### config.mk
export PLATFORM = sky130hd
export DESIGN_NAME = uart_reg_bridge
export DESIGN_NICKNAME = d
export VERILOG_FILES = /design/src/rtl/uart_reg_bridge_pkg.sv /design/src/rtl/uart_reg_bridge.sv
export SDC_FILE = /design/constraint.sdc
export NUM_CORES = 1
export LEC_CHECK = 0
export ABC_CLOCK_PERIOD_IN_PS = 2800
export CELL_PAD_IN_SITES_DETAIL_PLACEMENT = 1
export CELL_PAD_IN_SITES_GLOBAL_PLACEMENT = 1
export CORE_UTILIZATION = 36
export CTS_BUF_LIST = sky130_fd_sc_hd__clkbuf_4 sky130_fd_sc_hd__clkbuf_8
export CTS_CLUSTER_SIZE = 12
export DETAILED_ROUTE_END_ITERATION = 8
export HOLD_SLACK_MARGIN = 0.06
export PLACE_DENSITY = 0.75
export SLEW_MARGIN = 10
export SYNTH_ARGS = -nofsm -noshare
export SYNTH_HDL_FRONTEND = slang
export SYNTH_SLANG_ARGS = --single-unit
### constraint.sdc
create_clock -name clk_50m -period 2.8 [get_ports clk_50m]
set_clock_uncertainty 0.05 [all_clocks]
set_input_delay 0.28 -clock clk_50m [delete_from_list [all_inputs] [get_ports clk_50m]]
set_output_delay 0.28 -clock clk_50m [all_outputs]
set_load 0.01 [all_outputs]
### src/rtl/uart_reg_bridge_pkg.sv
// rtl/uart_reg_bridge_pkg.sv - shared command codes, reply codes and FSM encoding for uart_reg_bridge
//
// Purpose : constants and state type shared by the UART register bridge.
// Contents: CMD_WR / CMD_RD command bytes, RSP_ACK / RSP_NAK reply bytes,
//           state_t encoding, and a helper that flags the timeout-guarded states.

package uart_reg_bridge_pkg;

   localparam logic [7:0] CMD_WR  = 8'h57;
   localparam logic [7:0] CMD_RD  = 8'h52;
   localparam logic [7:0] RSP_ACK = 8'h06;
   localparam logic [7:0] RSP_NAK = 8'h15;

   typedef enum logic [2:0] {
      ST_IDLE   = 3'd0,
      ST_W_ADDR = 3'd1,
      ST_W_DATA = 3'd2,
      ST_REG_WR = 3'd3,
      ST_R_ADDR = 3'd4,
      ST_REG_RD = 3'd5,
      ST_RD_CAP = 3'd6,
      ST_SEND   = 3'd7
   } state_t;

   // States that sit inside a frame waiting for the next byte; only these
   // run the inter-byte timeout.
   function automatic logic is_timed(input state_t s);
      return (s == ST_W_ADDR) || (s == ST_W_DATA) || (s == ST_R_ADDR);
   endfunction

endpackage

### src/rtl/uart_reg_bridge.sv
// rtl/uart_reg_bridge.sv - UART command-frame to register-bus bridge
//
// Purpose : decodes 0x57/addr/data (write) and 0x52/addr (read) frames received
//           from the UART into single-cycle register accesses and sends one
//           reply byte per frame (ACK, read data, or NAK).
// Ports   :
//   clk_50m      in   system clock (shared with the UART)
//   rst          in   synchronous active-high reset
//   rx_data[7:0] in   received byte (UART dout)
//   rx_rdy       in   received byte valid, held until cleared (UART rdy)
//   rx_rdy_clr   out  one-cycle consume pulse (UART rdy_clr)
//   tx_data[7:0] out  reply byte (UART din)
//   tx_wr_en     out  one-cycle transmit request (UART wr_en)
//   tx_busy      in   transmitter busy (UART)
//   reg_addr     out  register address, held between frames
//   reg_wdata    out  register write data, held between frames
//   reg_wr       out  one-cycle write strobe
//   reg_rd       out  one-cycle read strobe
//   reg_rdata    in   read data, valid the cycle after reg_rd
//   frame_err    out  one-cycle pulse on bad command byte or inter-byte timeout

module uart_reg_bridge
   import uart_reg_bridge_pkg::*;
#(
   parameter int TIMEOUT_CYCLES = 20000
) (
   input  logic       clk_50m,
   input  logic       rst,
   input  logic [7:0] rx_data,
   input  logic       rx_rdy,
   output logic       rx_rdy_clr,
   output logic [7:0] tx_data,
   output logic       tx_wr_en,
   input  logic       tx_busy,
   output logic [7:0] reg_addr,
   output logic [7:0] reg_wdata,
   output logic       reg_wr,
   output logic       reg_rd,
   input  logic [7:0] reg_rdata,
   output logic       frame_err
);

   // A zero timeout still needs a legal 1-bit counter.
   localparam int CNT_W = (TIMEOUT_CYCLES > 0) ? $clog2(TIMEOUT_CYCLES + 1) : 1;
   localparam logic [CNT_W:0] TO_LIMIT = (CNT_W + 1)'(TIMEOUT_CYCLES);
   localparam logic [CNT_W:0] CNT_ONE  = (CNT_W + 1)'(1);

   state_t           state;
   state_t           state_nxt;
   logic [CNT_W-1:0] to_cnt;
   logic [CNT_W:0]   cnt_inc;
   logic             timed;
   logic             take;
   logic             bad_cmd;
   logic             timeout_hit;
   logic             clr_q;
   logic             nak_q;
   logic [7:0]       tx_hold;
   logic [7:0]       addr_q;
   logic [7:0]       wdata_q;

   assign timed   = is_timed(state);

   // The registered clear is still high in the cycle after a consume while
   // rx_rdy may not have fallen yet; masking with it avoids taking the byte twice.
   assign take    = rx_rdy && !clr_q && !rst && (timed || (state == ST_IDLE));
   assign bad_cmd = (rx_data != CMD_WR) && (rx_data != CMD_RD);

   // cnt_inc is the number of cycles spent in the current wait once this
   // cycle ends; the timeout fires in the cycle that count reaches the limit,
   // so exactly TIMEOUT_CYCLES cycles follow the last consume or state entry.
   assign cnt_inc     = {1'b0, to_cnt} + CNT_ONE;
   assign timeout_hit = (TIMEOUT_CYCLES != 0) && timed && !take && !rst &&
                        (cnt_inc == TO_LIMIT);

   always_ff @(posedge clk_50m) begin
      if (rst) begin
         state <= ST_IDLE;
      end else begin
         state <= state_nxt;
      end
   end

   always_comb begin
      state_nxt = state;
      reg_wr    = 1'b0;
      reg_rd    = 1'b0;
      tx_wr_en  = 1'b0;
      case (state)
         ST_IDLE: begin
            if (take) begin
               if (rx_data == CMD_WR) begin
                  state_nxt = ST_W_ADDR;
               end else if (rx_data == CMD_RD) begin
                  state_nxt = ST_R_ADDR;
               end else begin
                  state_nxt = ST_SEND;
               end
            end
         end
         ST_W_ADDR: begin
            if (take) begin
               state_nxt = ST_W_DATA;
            end else if (timeout_hit) begin
               state_nxt = ST_IDLE;
            end
         end
         ST_W_DATA: begin
            if (take) begin
               state_nxt = ST_REG_WR;
            end else if (timeout_hit) begin
               state_nxt = ST_IDLE;
            end
         end
         ST_R_ADDR: begin
            if (take) begin
               state_nxt = ST_REG_RD;
            end else if (timeout_hit) begin
               state_nxt = ST_IDLE;
            end
         end
         ST_REG_WR: begin
            reg_wr    = !rst;
            state_nxt = ST_SEND;
         end
         ST_REG_RD: begin
            reg_rd    = !rst;
            state_nxt = ST_RD_CAP;
         end
         ST_RD_CAP: begin
            state_nxt = ST_SEND;
         end
         ST_SEND: begin
            // Leaving on the same cycle as the request guarantees one pulse per frame.
            if (!tx_busy) begin
               tx_wr_en  = !rst;
               state_nxt = ST_IDLE;
            end
         end
         default: begin
            state_nxt = ST_IDLE;
         end
      endcase
   end

   always_ff @(posedge clk_50m) begin
      if (rst) begin
         to_cnt <= '0;
      end else if (take || (state_nxt != state) || !timed) begin
         to_cnt <= '0;
      end else if (cnt_inc <= TO_LIMIT) begin
         to_cnt <= cnt_inc[CNT_W-1:0];
      end
   end

   always_ff @(posedge clk_50m) begin
      if (rst) begin
         clr_q   <= 1'b0;
         nak_q   <= 1'b0;
         tx_hold <= 8'h00;
         addr_q  <= 8'h00;
         wdata_q <= 8'h00;
      end else begin
         clr_q <= take;
         nak_q <= (state == ST_IDLE) && take && bad_cmd;
         if ((state == ST_IDLE) && take && bad_cmd) begin
            tx_hold <= RSP_NAK;
         end
         if (((state == ST_W_ADDR) || (state == ST_R_ADDR)) && take) begin
            addr_q <= rx_data;
         end
         if ((state == ST_W_DATA) && take) begin
            wdata_q <= rx_data;
         end
         if (state == ST_REG_WR) begin
            tx_hold <= RSP_ACK;
         end
         if (state == ST_RD_CAP) begin
            tx_hold <= reg_rdata;
         end
      end
   end

   assign rx_rdy_clr = clr_q;
   assign tx_data    = tx_hold;
   assign reg_addr   = addr_q;
   assign reg_wdata  = wdata_q;
   assign frame_err  = nak_q || timeout_hit;

endmodule

* Word-level counts from Yosys, hierarchy flattened
Index checks and enable logic that the tools add are counted.
** Cells by class
- Muxes and demuxes :: 16
- Equality and inequality tests :: 13
- Order comparisons :: 1
- Add/sub/neg operators :: 1
- Reductions and logical operators :: 26
** Operators by type and width (count)
- 8-bit two-way mux :: 3
- 3-bit two-way mux :: 7
- 3-bit case mux with 7 select lines :: 1
- 15-bit by 1-bit adder with 16-bit output, second input constant :: 1
- 16-bit by 15-bit == test with 1-bit output, second input constant :: 1
- 8-bit by 7-bit == test with 1-bit output, second input constant :: 2
- 16-bit by 15-bit less-or-equal comparator with 1-bit output, second input constant :: 1
- 8-bit by 7-bit inequality test with 1-bit output, second input constant :: 2
- 3-bit == test, second input constant :: 4
- 1-bit logical AND :: 11
- 1-bit logical OR :: 7
- 3-bit by 2-bit == test with 1-bit output, second input constant :: 2
- 1-bit zero test :: 4
- 1-bit two-way mux :: 4
- 2-bit OR reduction :: 2
- 3-bit by 1-bit == test with 1-bit output, second input constant :: 1
- 3-bit zero test :: 1
- 3-bit inequality test :: 1
- 3-bit nonzero test :: 1
- 2-bit two-way mux :: 1
** Word-level totals
- Register bits :: 44
- Logic and storage cells :: 64
- Input bits :: 20

* Longest topological paths before layout
Gate-level depths: netlist of the first run.
- Depth after elaboration :: 16
- Gate-level depth with buffers :: 11

* Worst setup path before layout of the first run
Ideal clock, no wire load.
- Path kind :: reg2reg
- Start point :: reg to_cnt[0]
- End point :: reg to_cnt[5]
- Path slack :: -0.023 ns
- Period minus slack after synthesis :: 2.823 ns
- Path buffers :: 2
- Cell stages (with the launch flop) :: 11
- Arrival :: 2.651 ns
- Cell sequence :: dfxtp_1 > ha_1 > nand3_1 > or4_4 > a221oi_4 > and3_1 > buf_2 > a211oi_2 > o211ai_4 > buf_6 > nor3_2
** On the way
- Cells in the longest elaborated chain, start to end :: 10
- Elaborated cells between the ends (all ways) :: 13
- Classes of those cells :: add/sub (1); order compare (1); eq/ne (2); mux (5); reduce/logical (4)
** RTL lines
- start, declared :: line uart_reg_bridge.sv:50 : logic [CNT_W-1:0] to_cnt;
- start signal, assigned :: line uart_reg_bridge.sv:152 : to_cnt <= cnt_inc[CNT_W-1:0];
- 15-bit by 1-bit adder with 16-bit output (*) :: line uart_reg_bridge.sv:72 : assign cnt_inc = {1'b0, to_cnt} + CNT_ONE;
- 16-bit by 15-bit == test with 1-bit output :: line uart_reg_bridge.sv:74 : (cnt_inc == TO_LIMIT);
- 1-bit logical AND :: line uart_reg_bridge.sv:73 : assign timeout_hit = (TIMEOUT_CYCLES != 0) && timed && !take && !rst &&
- 3-bit two-way mux :: line uart_reg_bridge.sv:104, uart_reg_bridge.sv:111, uart_reg_bridge.sv:118
- 3-bit two-way mux, on equally long branches :: line uart_reg_bridge.sv:116, uart_reg_bridge.sv:102, uart_reg_bridge.sv:109
- 3-bit case mux with 7 select lines :: line uart_reg_bridge.sv:89 : case (state)
- 3-bit inequality test :: line uart_reg_bridge.sv:149 : end else if (take || (state_nxt != state) || !timed) begin
- 1-bit logical OR (2 in a row) :: line uart_reg_bridge.sv:149
- 2-bit OR reduction (no source line)
Mark *: on every way between the ends. The rest lies on a longest branch, timed or not.
A chain may end at the register's enable or synchronous reset.

* Worst setup path in the final report of the first run
- Start point :: reg to_cnt[1]
- End point :: reg to_cnt[0]
The elaborated chain is that of the path after synthesis.

==> metrics.txt, run 1 <==
#FFs+latches synth 44; outcome completed; fin crit share 0.988; Filler Cell Count 831; post-route cell area 0.00365 mm^2; Hold Path Class reg -> reg; top cells by area, synth dfxtp_1, mux2i_1, nor2_1, nand2_1, o21ai_0; Post-DP HPWL 6060 um; Hold Fails Final Rpt 0; Synth Flop Type dfxtp_1; Switching Fraction 0.394; number of diodes 0; nets 410; Slew headroom 0.645; internal power 1350 uW; Post-route DRC 0; fraction of registers with async set/reset 0; Worst Path Arrival 2.93 ns; clk buf depth 2; Tmin final 2.77 ns; CTS tree built; grt ovf 0; via count 2621; maximum vdd drop 0.000251 V; I/O pins 49; fmax 0.361 GHz; hold_buf cts 0; number of synthesized flops with an enable pin 0; die width 87.7 um; register area share after synthesis 0.333; Post-Syn Nets 336; die area 0.00770 mm^2; Initial DRT Pass Iterations 4; yosys warns 0; critical setup path kind reg -> reg; post-layout util 0.526; worst-path maximum fanout 5; MaxCap Viol Count 0; ratio of cells with drive above 1 in the final layout 0.244; Sw Pwr 878 uW; chip height 87.7 um; vias in the first global route 2677; Final Setup Violations 0; Total GRT Usage 0.225; Starting Density 0.381; routed len/inst 17.4 um; Clock Power Share 0.204; placed inst area 0.00343 mm^2; Clock transition at path regs 0.09 ns; Pleak 0.00135 uW; Core ar. 0.00694 mm^2; routed vias/inst 5.40; top post-synthesis cells by count dfxtp_1, nor2_1, nand2_1, o21ai_0, nand2b_1; final wirelength 8460 um; starting DRC count in detailed routing 127; RSZ-0062 raised after global routing true; Post-Syn Area 0.00265 mm^2; Synth Instances 314; Worst EP required 2.96 ns; Final ANT Viol Nets 0; largest net degree at the start of global routing 33; largest area contributor in the netlist dfxtp_1; syn_area_per_cell 8.43 um^2; Worst Max-Slew Pin Slew 0.531 ns; pwr/cell area 610 mW/mm^2; routability congestion estimate 0.795; Sequential Power Share 0.358; Area Growth Syn to Fin 37.9%; initial antenna violation count 0; post-synth top area share 0.333; Startpoint Class register; # H-tree levels 2; Num CTS Buffers 5; CTS root buffer clkbuf_8; row count 30; part of the power in combinational logic 0.438; synth unique cells 65; global-route wire length before repair 13400 um; PortBufs 48; endpoint class of the critical path register; most common cell in the netlist dfxtp_1; worst skew pair latency 0.31 ns; Sink Count 44; setup_tns 0 ns; Slew Viols, Final 0
==> layer usage <==
metal | share of wire | GRT usage | vias to the layer above
li1 | - | - | 1286
met3 | 0.053 | 0.0537 | 9
met1 | 0.45 | 0.303 | 1271
met4 | 0.012 | 0.0522 | 0
met5 | 0 | 0 | -
met2 | 0.48 | 0.364 | 55
==> path summary, 6_finish.rpt <==
check             startpoint    endpoint  slack (ns)  depth (start not counted)
hold / removal    tx_data[2]  tx_data[2]        0.42                          2
hold reg to reg   tx_data[2]  tx_data[2]        0.42                          2
setup reg to reg   to_cnt[1]   to_cnt[0]        0.03                         13
setup / recovery   to_cnt[1]   to_cnt[0]        0.03                         13
==> logic make-up after synthesis <==
logic type / Yosys count / share of synthesized area
DFF: 44 / 0.333
AOI/OAI and AO/OA: 80 / 0.236
adders and majority gates: 3 / 0.0132
muxes: 14 / 0.0530
and+or+nand+nor: 138 / 0.285
xor gates and xnor gates: 7 / 0.0260
buffers and inverters: 28 / 0.0539
==> per-stage QoR <==
| step | instances | total power, uW | hold slack (ns) | setup slack (ns) |
|---|---|---|---|---|
| 3_5_place_dp | 473 | 1680 | 0.405 | 0.0157 |
| 2_1_floorplan | 314 | 1350 | 0.339 | 0.0302 |
| 5_1_grt | 485 | 2340 | 0.452 | -0.0739 |
| 3_3_place_gp | 473 | 1660 | 0.395 | -0.0116 |
| 6_report | 485 | 2230 | 0.421 | 0.0331 |
| 4_1_cts | 484 | 2160 | 0.420 | 0.0168 |
==> layout by cell type (no fill, tap or decap), drive strengths merged, types with 3 or more instances in the layout <==
cell,synthesis,layout
mux2i,14,14
a22oi,4,4
o211ai,4,4
o21ai,22,22
nor2,32,32
or4,4,4
nor2b,3,3
dfxtp,44,44
a2111oi,3,3
nor3b,3,3
inv,4,4
o31ai,3,3
nand2,30,30
clkbuf,10,8
nand3,14,14
nand4,5,5
a21oi,8,8
buf,14,43
a21o,6,6
nor4,3,3
xnor2,5,5
nor3,12,12
clkdlybuf4s50,0,47
nand2b,15,15
a211oi,16,16
or2,4,4
==> worst max-delay path: stages (launching register included) <==
cell      delay (ns)
dfxtp_2         0.37
ha_2            0.20
nand3_2         0.09
buf_4           0.16
o31ai_2         0.28
buf_4           0.19
a221oi_4        0.06
and3_4          0.16
buf_4           0.13
buf_4           0.15
a211oi_4        0.27
o211ai_4        0.15
buf_6           0.16
nor4b_1         0.25
==> power groups by stage <==
stage               clock (uW)  combinational (uW)  sequential (uW)
floorplan                    0                 584              771
detailed placement           0                 882              803
global placement             0                 865              798
finish                     455                 976              798
CTS                        459                 906              790
global route               480                1050              811
==> what timing repair did <==
item,4_1_cts,5_1_grt
pin swaps,2,4
endpoints found under the hold margin,0,0
setup buffers,3,1
resized for setup,6,19
setup endpoints to repair,5,16
==> state kept, by name, indices dropped and copies added (netlist names) <==
signal      count
rx_rdy_clr      1
state           3
nak_q           1
reg_wdata       8
reg_addr        8
to_cnt         15
tx_data         8
==> cell type report <==
type                            instances  area, um^2  area share
Sequential cell                        44         887       0.243
Multi-Input combinational cell        242        1710       0.468
Inverter                                4        15.0     0.00411
Clock inverter                          1        7.51     0.00206
Timing Repair Buffer                   91         822       0.225
Tap cell                               96         120      0.0329
Clock buffer                            7        90.1      0.0247
(Power assumes the default switching activity.)
==> run 2: changes to the inputs <==
Settings changed: ABC_CLOCK_PERIOD_IN_PS 2800 to 2300, SKIP_LAST_GASP set to 1.
Clock period 2.8 ns to 2.3 ns, I/O delays scaled along.
==> run 2 against run 1 <==
Net effect:
- the run now ends with setup timing left
- cell count grew 9.7%
- design area grew 19%
- count of clock-buffer cells in the layout shrank 1
- non-clock buffer count grew 47
- register-to-register slack lost 0.40 ns
- fmax grew 3.7%
- flip-flop and latch count is the same
- largest cell class unchanged
- die area is the same
- largest power group unchanged
- first-iteration DRC count grew 54%
- clock power grew 18%
- combinational power grew 67%
- critical path depth shrank 4
==> metrics.txt, run 2 (same netlist as run 1, synthesis figures left out) <==
RSZ-0062 raised after global routing true; failing checks setup timing; Worst EP required 2.45 ns; Final ANT Viol Nets 0; row count 30; Initial DRT Pass Iterations 4; commonest non-fill, non-tap cell in the layout buf_4; Startpoint Class register; post-layout util 0.623; I/O pins 49; endpoint class of the critical path register; Worst Max-Slew Pin Slew 0.462 ns; vias in the first global route 3236; Total GRT Usage 0.287; die area 0.00770 mm^2; Worst Path Arrival 2.82 ns; max reg flops 15; Worst Path Buf+Inv 2; critical setup path kind reg -> reg; via count 3038; Slew Viols, Final 0; Core ar. 0.00694 mm^2; nets 457; routed vias/inst 5.71; Final Setup Violations 18; hold_buf cts 0; Post-DP HPWL 6830 um; Critical Path Slowest Stage Cell or4_4; final wirelength 11700 um; grt ovf 0; most frequent cells in the layout buf_4, clkdlybuf4s50_1, dfxtp_1; setup_tns -4.81 ns; MaxCap Viol Count 0; largest net degree at the start of global routing 33; Area Growth Syn to Fin 63.6%; fmax 0.375 GHz; Hold Fails Final Rpt 0; Final WS setup -0.367 ns; most used cell along the critical path buf_6; clk buf depth 2; CP Cell Sequence nand3_1 > or4_4 > a221oi_4 > and3_4 > buf_6 > nand2_4 > buf_6 > a21o_1 > a211oi_2; # placed instances 513; total design power 3100 uW; maximum vdd drop 0.000430 V; ratio of cells with drive above 1 in the final layout 0.390; die width 87.7 um; number of diodes 0; Sink Count 44; Pleak 0.00166 uW; PortBufs 48; CTS root buffer clkbuf_8; final hold slack 0.432 ns; final non-filler cell total 532; routability congestion estimate 0.826; CP max stage delay 0.56 ns; Hold Path Class reg -> reg; Tmin final 2.67 ns; starting DRC count in detailed routing 196; Biggest register to_cnt; # H-tree levels 2; CTS tree built; Slew headroom 0.691; Num CTS Buffers 5; Clock transition at path regs 0.09 ns; chip height 87.7 um; Post-route DRC 0; initial antenna violation count 0; worst-path maximum fanout 7; cell family with the largest share of critical-path delay simple AND/OR/NAND/NOR gates; Starting Density 0.381; global-route wire length before repair 16800 um; routed len/inst 22.1 um; worst skew pair latency 0.30 ns; outcome complete, but fails checks; fin crit share 1.16; pwr/cell area 715 mW/mm^2
-- run 2: changes by cell type in the layout (fill, tap and decap cells not counted), sizes merged --
cell and delta:
buf +48, clkbuf -2, clkdlybuf4s50 -1, dlygate4sd2 +1, inv +1
-- run 2: stage by stage --
step	worst slack (ns)	instance area, um^2
6_report	-0.367	4330
3_5_place_dp	-0.449	3780
2_1_floorplan	-0.262	2690
3_3_place_gp	-0.316	3780
4_1_cts	-0.228	4220
5_1_grt	-0.415	4330
-- run 2: per-layer routing --
metal	global-route usage	wire length (um)	share of wire
met5	0	0	0
met2	0.519	5900	0.50
met1	0.328	4850	0.41
met4	0.118	408	0.035
met3	0.0575	590	0.050
-- run 2: worst paths after layout --
check	start	endpoint	slack [ns]	cells after the start
worst max-delay path	to_cnt[9]	to_cnt[10]	-0.37	9
worst min-delay path	reg_wdata[7]	reg_wdata[7]	0.43	2
worst max register to register	to_cnt[9]	to_cnt[10]	-0.37	9
worst min register to register	reg_wdata[7]	reg_wdata[7]	0.43	2
-- run 2: power breakdown --
part	internal [uW]	switching, uW	leakage, uW
sequential	850	78.9	0.000364
clock	245	293	0.0000477
combinational	769	859	0.00125
-- run 2: worst reg2reg max path, delay by kind of cell, from the launching register on --
family | cells | cell delay, ns
buf+inv | 2 | 0.28
flops | 1 | 0.39
simple gates | 4 | 1.09
compound gates | 3 | 0.77
-- run 2: final cells by class --
type                            count  area [um^2]
Inverter                            4         15.0
Clock buffer                        6         82.6
Clock inverter                      2         13.8
Fill cell                         780         2620
Sequential cell                    44          907
Timing Repair Buffer              138         1240
Tap cell                           96          120
Multi-Input combinational cell    242         1950
-- run 2: repair_timing --
item,4_1_cts,5_1_grt
resized for setup,66,17
pin swaps,24,15
buffers inserted,7,4
endpoints found under the setup margin,20,18
==> run 3: changes to the inputs <==
Settings changed: PLACE_DENSITY 0.75 to unset, PLACE_DENSITY_LB_ADDON set to 0.2.
==> run 3 against run 2 <==
Net effect:
- the run still ends with setup timing left
- largest power group unchanged
- fmax increased by 0.88%
- global-route usage fell by 1.9 points
- die area stayed put
- utilization shrank 0.77 points
- first-iteration DRC count fell by 16%
- cell count down 0.19%
- via count down 3.2%
==> metrics.txt, run 3 (same netlist as run 1, synthesis figures left out) <==
outcome complete, but fails checks; internal power 1880 uW; fmax 0.378 GHz; endpoint class of the critical path register; pwr/cell area 736 mW/mm^2; fin crit share 1.15; grt ovf 0; die area 0.00770 mm^2; post-route cell area 0.00428 mm^2; nets 457; routed vias/inst 5.54; worst skew pair latency 0.32 ns; Startpoint Class register; failing checks setup timing; Filler Cell Count 817; clk buf depth 2; placed inst area 0.00380 mm^2; Worst EP required 2.46 ns; Final ANT Viol Nets 0; final wirelength 10600 um; Clock transition at path regs 0.10 ns; maximum vdd drop 0.000356 V; CTS root buffer clkbuf_8; Switching Fraction 0.403; Worst Path Buf+Inv 2; Critical Path Slowest Stage Cell or4_4; Post-DP HPWL 6690 um; largest net degree at the start of global routing 33; CP max stage delay 0.55 ns; Worst Max-Slew Pin Slew 0.387 ns; starting DRC count in detailed routing 164; max reg flops 15; routability congestion estimate 0.827; worst reg2reg path endpoint to_cnt[6]; PortBufs 48; CTS tree built; Total GRT Usage 0.268; Final WS setup -0.344 ns; # H-tree levels 2; final hold slack 0.415 ns; RSZ-0062 raised after global routing true; Worst Path Arrival 2.80 ns; worst reg-to-reg setup slack -0.34 ns; worst r2r src to_cnt[5]; Sink Count 44; Hold EP tx_data[2]; MaxCap Viol Count 0; part of the power in combinational logic 0.531; # placed instances 517; Hold Path Class reg -> reg; Final Setup Violations 19; Initial DRT Pass Iterations 4; die width 87.7 um; post-layout util 0.616; routed len/inst 20.0 um; Biggest register to_cnt; final non-filler cell total 531; CP Cell Sequence nand4_4 > or4_4 > a221oi_4 > buf_6 > nand3_4 > o21ai_4 > xnor2_4 > buf_12 > a211oi_4; cell family with the largest share of critical-path delay simple AND/OR/NAND/NOR gates; global-route wire length before repair 15800 um; Sw Pwr 1270 uW; Post-route DRC 0; via count 2942; I/O pins 49; critical setup path kind reg -> reg; ratio of cells with drive above 1 in the final layout 0.389; reg2reg path depth 9; Slew Viols, Final 0; Area Growth Syn to Fin 61.6%; Clock Power Share 0.163; row count 30; Sequential Power Share 0.306; chip height 87.7 um; Starting Density 0.381; Slew headroom 0.741; commonest non-fill, non-tap cell in the layout buf_4; Hold Fails Final Rpt 0; worst-path maximum fanout 5; initial antenna violation count 0; worst hold stages 2; Num CTS Buffers 5; Tmin final 2.64 ns; number of diodes 0; hold_buf cts 0; Core ar. 0.00694 mm^2; vias in the first global route 3012; most frequent cells in the layout buf_4, clkdlybuf4s50_1, dfxtp_1; Hold Crit Start tx_data[2]; Pleak 0.00165 uW; setup_tns -5.12 ns
## run 3: power groups by stage
stage	logic (uW)	clock network (uW)	registers (uW)
detailed placement	1350	0	963
finish	1670	513	964
floorplan	722	0	944
global route	1760	545	975
global placement	1340	0	954
CTS	1490	517	955
## run 3: layer usage
| metal | vias up | routed length [um] | global-route usage |
|---|---|---|---|
| li1 | 1377 | - | - |
| met1 | 1463 | 4730 | 0.345 |
| met2 | 78 | 5210 | 0.451 |
| met3 | 24 | 456 | 0.0528 |
| met4 | 0 | 245 | 0.0805 |
| met5 | - | 0 | 0 |
## run 3: cell type report
| type | instances | area, um^2 | area share |
|---|---|---|---|
| clock buffers | 5 | 68.8 | 0.0161 |
| clock inverters | 2 | 11.3 | 0.00263 |
| inverters | 4 | 15.0 | 0.00351 |
| multi-input cells | 242 | 1930 | 0.451 |
| flip-flops and latches | 44 | 907 | 0.212 |
| well taps | 96 | 120 | 0.0281 |
| repair buffers | 138 | 1220 | 0.286 |
## run 3: worst reg2reg max path: stages (launching register included)
cell      delay [ns]
dfxtp_2         0.41
nand4_4         0.16
or4_4           0.56
a221oi_4        0.36
buf_6           0.16
nand3_4         0.09
o21ai_4         0.22
xnor2_4         0.16
buf_12          0.17
a211oi_4        0.21
## run 3: timing repair
item | 4_1_cts | 5_1_grt
endpoints found under the hold margin | 0 | 0
setup endpoints to repair | 20 | 20
gates resized for setup | 55 | 27
pin swaps | 14 | 19
setup buffers | 5 | 3
cloned | 0 | 0
## run 3: worst max path at each step
stage          startpoint   endpoint  slack (ns)  depth (start not counted)
2_1_floorplan   to_cnt[1]  to_cnt[5]       -0.26                         10
3_3_place_gp    to_cnt[3]  to_cnt[0]       -0.41                         11
3_5_place_dp    to_cnt[1]  to_cnt[0]       -0.46                         10
4_1_cts         to_cnt[0]  to_cnt[4]       -0.25                          9
5_1_grt         to_cnt[5]  to_cnt[4]       -0.39                          8
6_report        to_cnt[5]  to_cnt[6]       -0.34                          9
## run 3: metrics by stage
step | total power [uW] | worst slack, ns
after CTS | 2960 | -0.252
after global routing | 3280 | -0.394
final | 3150 | -0.344
after global placement | 2290 | -0.406
after detailed placement | 2320 | -0.463
after floorplan | 1670 | -0.262
